`src/rtl/rd_empty_ctrl.sv`:
```
// Read-side pointer / empty-flag controller for the async FIFO.
// Optional level and almost-empty outputs: define ASYNC_FIFO_ALMOST_EMPTY_EN.
module rd_empty_ctrl #(
  parameter int PtrWidth       = 2,
  parameter int NSync          = 2,
  parameter int AlmostEmptyThr = 1
) (
  input  logic                clk,
  input  logic                rst_n,
  input  logic                i_rd_en,
  input  logic [PtrWidth:0]   i_wr_gray_ptr,
  output logic [PtrWidth-1:0] o_rd_addr,
  output logic [PtrWidth:0]   o_rd_bin_ptr,
  output logic [PtrWidth:0]   o_rd_gray_ptr,
  output logic                o_empty,
  output logic                o_underflow
`ifdef ASYNC_FIFO_ALMOST_EMPTY_EN
  ,
  output logic [PtrWidth:0]   o_rd_level,
  output logic                o_almost_empty
`endif
);

  logic [NSync-1:0] rst_pipe;
  logic             rst_sync;
  logic [PtrWidth:0] wr_sync [NSync];
  logic [PtrWidth:0] wr_bin_sync;
  logic [PtrWidth:0] rd_bin_next;
  logic              rd_acc;

  function automatic logic [PtrWidth:0] gray2bin(input logic [PtrWidth:0] g);
    logic [PtrWidth:0] b;
    b[PtrWidth] = g[PtrWidth];
    for (int unsigned i = PtrWidth; i > 0; i--) begin
      b[i-1] = b[i] ^ g[i-1];
    end
    return b;
  endfunction

  // Reset asserts immediately with rst_n, releases NSync clocks later.
  always_ff @(posedge clk or negedge rst_n) begin
    if (!rst_n) rst_pipe <= '0;
    else        rst_pipe <= {rst_pipe[NSync-2:0], 1'b1};
  end

  assign rst_sync = rst_pipe[NSync-1];

  always_ff @(posedge clk or negedge rst_sync) begin
    if (!rst_sync) begin
      for (int unsigned i = 0; i < NSync; i++) wr_sync[i] <= '0;
    end else begin
      wr_sync[0] <= i_wr_gray_ptr;
      for (int unsigned i = 1; i < NSync; i++) wr_sync[i] <= wr_sync[i-1];
    end
  end

  assign wr_bin_sync = gray2bin(wr_sync[NSync-1]);
  assign rd_acc      = i_rd_en & ~o_empty;
  assign rd_bin_next = o_rd_bin_ptr + {{PtrWidth{1'b0}}, rd_acc};
  assign o_rd_addr   = o_rd_bin_ptr[PtrWidth-1:0];

  // Empty compares the post-read pointer so a consumed slot never shows as valid.
  always_ff @(posedge clk or negedge rst_sync) begin
    if (!rst_sync) begin
      o_rd_bin_ptr  <= '0;
      o_rd_gray_ptr <= '0;
      o_empty       <= 1'b1;
      o_underflow   <= 1'b0;
    end else begin
      o_rd_bin_ptr  <= rd_bin_next;
      o_rd_gray_ptr <= rd_bin_next ^ (rd_bin_next >> 1);
      o_empty       <= (rd_bin_next == wr_bin_sync);
      if (i_rd_en && o_empty) o_underflow <= 1'b1;
    end
  end

`ifdef ASYNC_FIFO_ALMOST_EMPTY_EN
  localparam logic [PtrWidth:0] AeThr = AlmostEmptyThr[PtrWidth:0];
  logic [PtrWidth:0] level_next;

  assign level_next = wr_bin_sync - rd_bin_next;

  always_ff @(posedge clk or negedge rst_sync) begin
    if (!rst_sync) begin
      o_rd_level     <= '0;
      o_almost_empty <= 1'b1;
    end else begin
      o_rd_level     <= level_next;
      o_almost_empty <= (level_next <= AeThr);
    end
  end
`endif

endmodule

```
`config.mk`:
```
export PLATFORM = sky130hd
export DESIGN_NAME = rd_empty_ctrl
export DESIGN_NICKNAME = d
export VERILOG_FILES = /design/src/rtl/rd_empty_ctrl.sv
export SDC_FILE = /design/constraint.sdc
export NUM_CORES = 1
export LEC_CHECK = 0
export ABC_AREA = 1
export BUFFER_PORTS_ARGS = -buffer_cell sky130_fd_sc_hd__buf_4
export CAP_MARGIN = 20
export CORE_MARGIN = 2
export CORE_UTILIZATION = 42
export DETAILED_ROUTE_END_ITERATION = 16
export GPL_TIMING_DRIVEN = 0
export HOLD_SLACK_MARGIN = 0.1
export PLACE_DENSITY_LB_ADDON = 0.12
export SYNTH_ARGS = -nofsm -noshare
export SYNTH_HDL_FRONTEND = slang
export SYNTH_SLANG_ARGS = --single-unit
```
`constraint.sdc`:
```
create_clock -name clk -period 0.8 [get_ports clk]
set_input_delay 0.04 -clock clk [delete_from_list [all_inputs] [get_ports clk]]
set_output_delay 0.04 -clock clk [all_outputs]
set_load 0.1 [all_outputs]
```
==> results_dict.tcl <==
set metrics [dict create \
    synth.distinct_cells 12 \
    path_max_fanout 5 \
    core_mm2 0.00127 \
    crit_start "o_empty" \
    crit_path_cell_trace "nor2_4 > ha_4 > ha_4 > inv_2 > nand3_2 > nand3_2 > nor2_1" \
    netlist.area_leader.share 0.628 \
    end_kind "flop" \
    worstReg2RegStart "o_empty" \
    num_rows 13 \
    synth_common_cells "14 x dfrtp_1, 11 x nand2_1, 8 x inv_1" \
    fin_ws_ns -0.648 \
    yosysMostFrequentCell "dfrtp_1" \
    drtIter0Drc 2 \
    firstDrtPassIters 2 \
    worst-endpoint-required_ns 1.01 \
    synth_seq_area_share 0.675 \
    wire_per_inst_um 11.4 \
    die_h_um 40.5 \
    setup_viol 17 \
    route.detailed.drc 0 \
    area_growth_pct 81.4 \
    rsz0062_at_grt "yes" \
    cp_top_family "flip-flops" \
    clock.fmax_ghz 0.691 \
    skew_ns 0.00152 \
    top_layer "met3" \
    n_antenna_cell 0 \
    clk_pin_slew_ns 0.08 \
    synth-seq-cells 15 \
    synthesis.area_um2 558 \
    synth_top_area_cell "dfrtp_1" \
    finalCritPeriodShare 1.81 \
    htreeDepth 1 \
    drv_slew 0 \
    async_reset_ff_frac 1.00 \
    gr-usage-all-layers 0.148 \
    synth-edff-count 0 \
    drive_above_1_share 0.538 \
    fp.dieW_um 40.5 \
    avgSynthCellArea_um2 11.2 \
    wl_met3_um 33 \
    viasPerCell 4.40 \
    vias 409 \
    cts_tree "built" \
    ys.warnings.count 0 \
    max_stage_delay_ns 0.64 \
    cts-root-buf "clkbuf_4" \
    antenna_found_initial 0 \
    cts_buffers 3 \
    finalWirelength_mm 1.06 \
    rr_worst_depth 7 \
    timing.final.crit_period_ns 1.45 \
    grt_max_degree 14 \
    wl_met2_um 619 \
    crit_path_start_kind "flop" \
    r2r_setup_slack_ns -0.65 \
    cap_viol_max_count 0 \
    pre_cts_ws_ns -0.644 \
    path_buf_inv 1 \
    cts_sinks 15 \
    endpoint "o_empty" \
    port_buffers 15 \
    synthFlopType "dfrtp_1" \
    overflow 0 \
    min_path_type "flop to asynchronous set/reset pin" \
    ant_nets 0 \
    grt_first_pass_wirelength_mm 1.50 \
    path_class "flop to flop" \
    die-area_mm2 0.00164 \
    synthTopCellsByArea "dfrtp_1 63%, nand2_1 7.4%, inv_1 5.4%, dfstp_2 4.7%, ha_1 4.5%" \
    io_pins 16 \
    hold_viol 0 \
    status "complete, but fails checks" \
    syn_nets 58 \
    gp_congestion 0.798 \
    cp.arrival_ns 1.66 \
    synth_cells 50 \
    nNetsFinal 87 \
    cp.depth 7 \
    initial_core_util 0.440 \
    slowest_stage "dfstp_4" \
    grt_pass1_vias 391 \
    clk_path_buf_depth 2 \
    clk_latency_ns 0.27 \
    worstReg2RegEnd "o_empty" \
    drt-met1-wl_um 405 \
    dp_hpwl_um 661 \
    violations "setup timing" \
]
metrics by stage:
step / hold slack (ns) / instances / instance area (um^2) / util / setup TNS, ns
final: 0.206 / 93 / 1010 / 0.798 / -5.37
after global routing: 0.236 / 93 / 1010 / 0.798 / -5.88
after CTS: 0.205 / 93 / 996 / 0.785 / -5.44
after detailed placement: -0.177 / 80 / 776 / 0.611 / -3.19
after global placement: -0.178 / 80 / 776 / 0.611 / -3.14
after floorplan: -0.256 / 50 / 644 / - / -4.40
worst min-delay path by stage:
stage | end | startpoint
global route | o_rd_bin_ptr[0] | i_rd_en
global placement | rst_pipe[1] | rst_n
finish | o_rd_bin_ptr[0] | rst_pipe[1]
floorplan | rst_pipe[0] | rst_n
detailed placement | rst_pipe[1] | rst_n
CTS | o_rd_bin_ptr[0] | i_rd_en
cell type report:
class | count | area (um^2)
inverters | 8 | 30.0
multi-input cells | 24 | 179
repair buffers | 24 | 312
flip-flops and latches | 15 | 395
clock buffers | 4 | 26.3
fillers | 85 | 256
plain buffers | 3 | 51.3
well taps | 15 | 18.8
worst reg2reg max path: cells and delay by family (launching register included):
kind,cells,cell delay [ns]
adders and majority gates,2,0.46
and+or+nand+nor,4,0.25
buffers and inverters,1,0.04
DFF,1,0.64
cell families after synthesis:
family,Yosys count,synth area share
simple gates,18,0.135
flops,15,0.675
buf+inv,11,0.0942
xor+xnor,2,0.0314
fa+ha+maj,2,0.0448
compound gates,1,0.0135
other cells,1,0.00672
layout by cell type, fill, tap and decap left out, drive strengths merged:
cell,count
xor2,2
buf,21
clkbuf,4
nand3,4
a21o,1
dfstp,1
nand2,12
ha,2
dlygate4sd3,6
inv,8
conb,1
nor2,2
dfrtp,14
routing by layer:
layer / vias up / global-route usage
met4: 0 / 0.0750
met3: 0 / 0.0500
met5: - / 0
met2: 12 / 0.246
met1: 196 / 0.167
li1: 201 / -
registers in the layout (all words and copies together) (netlist names):
register,count
o_rd_bin_ptr,3
o_empty,1
o_rd_gray_ptr,2
o_underflow,1
wr_sync,5
rst_pipe,2
wr_bin_sync,1
repair_timing:
item                                    4_1_cts  5_1_grt
hold endpoints to repair                      6        0
endpoints found under the setup margin       17       17
cloned                                        0        0
gates resized for setup                      26        4
setup buffers                                 3        0
hold buffers                                  6        0
pin swaps                                     5        2
Power is left out: the tool's default activity adds up to more than one toggle a clock period on the data nets, which glitch-free logic cannot reach.
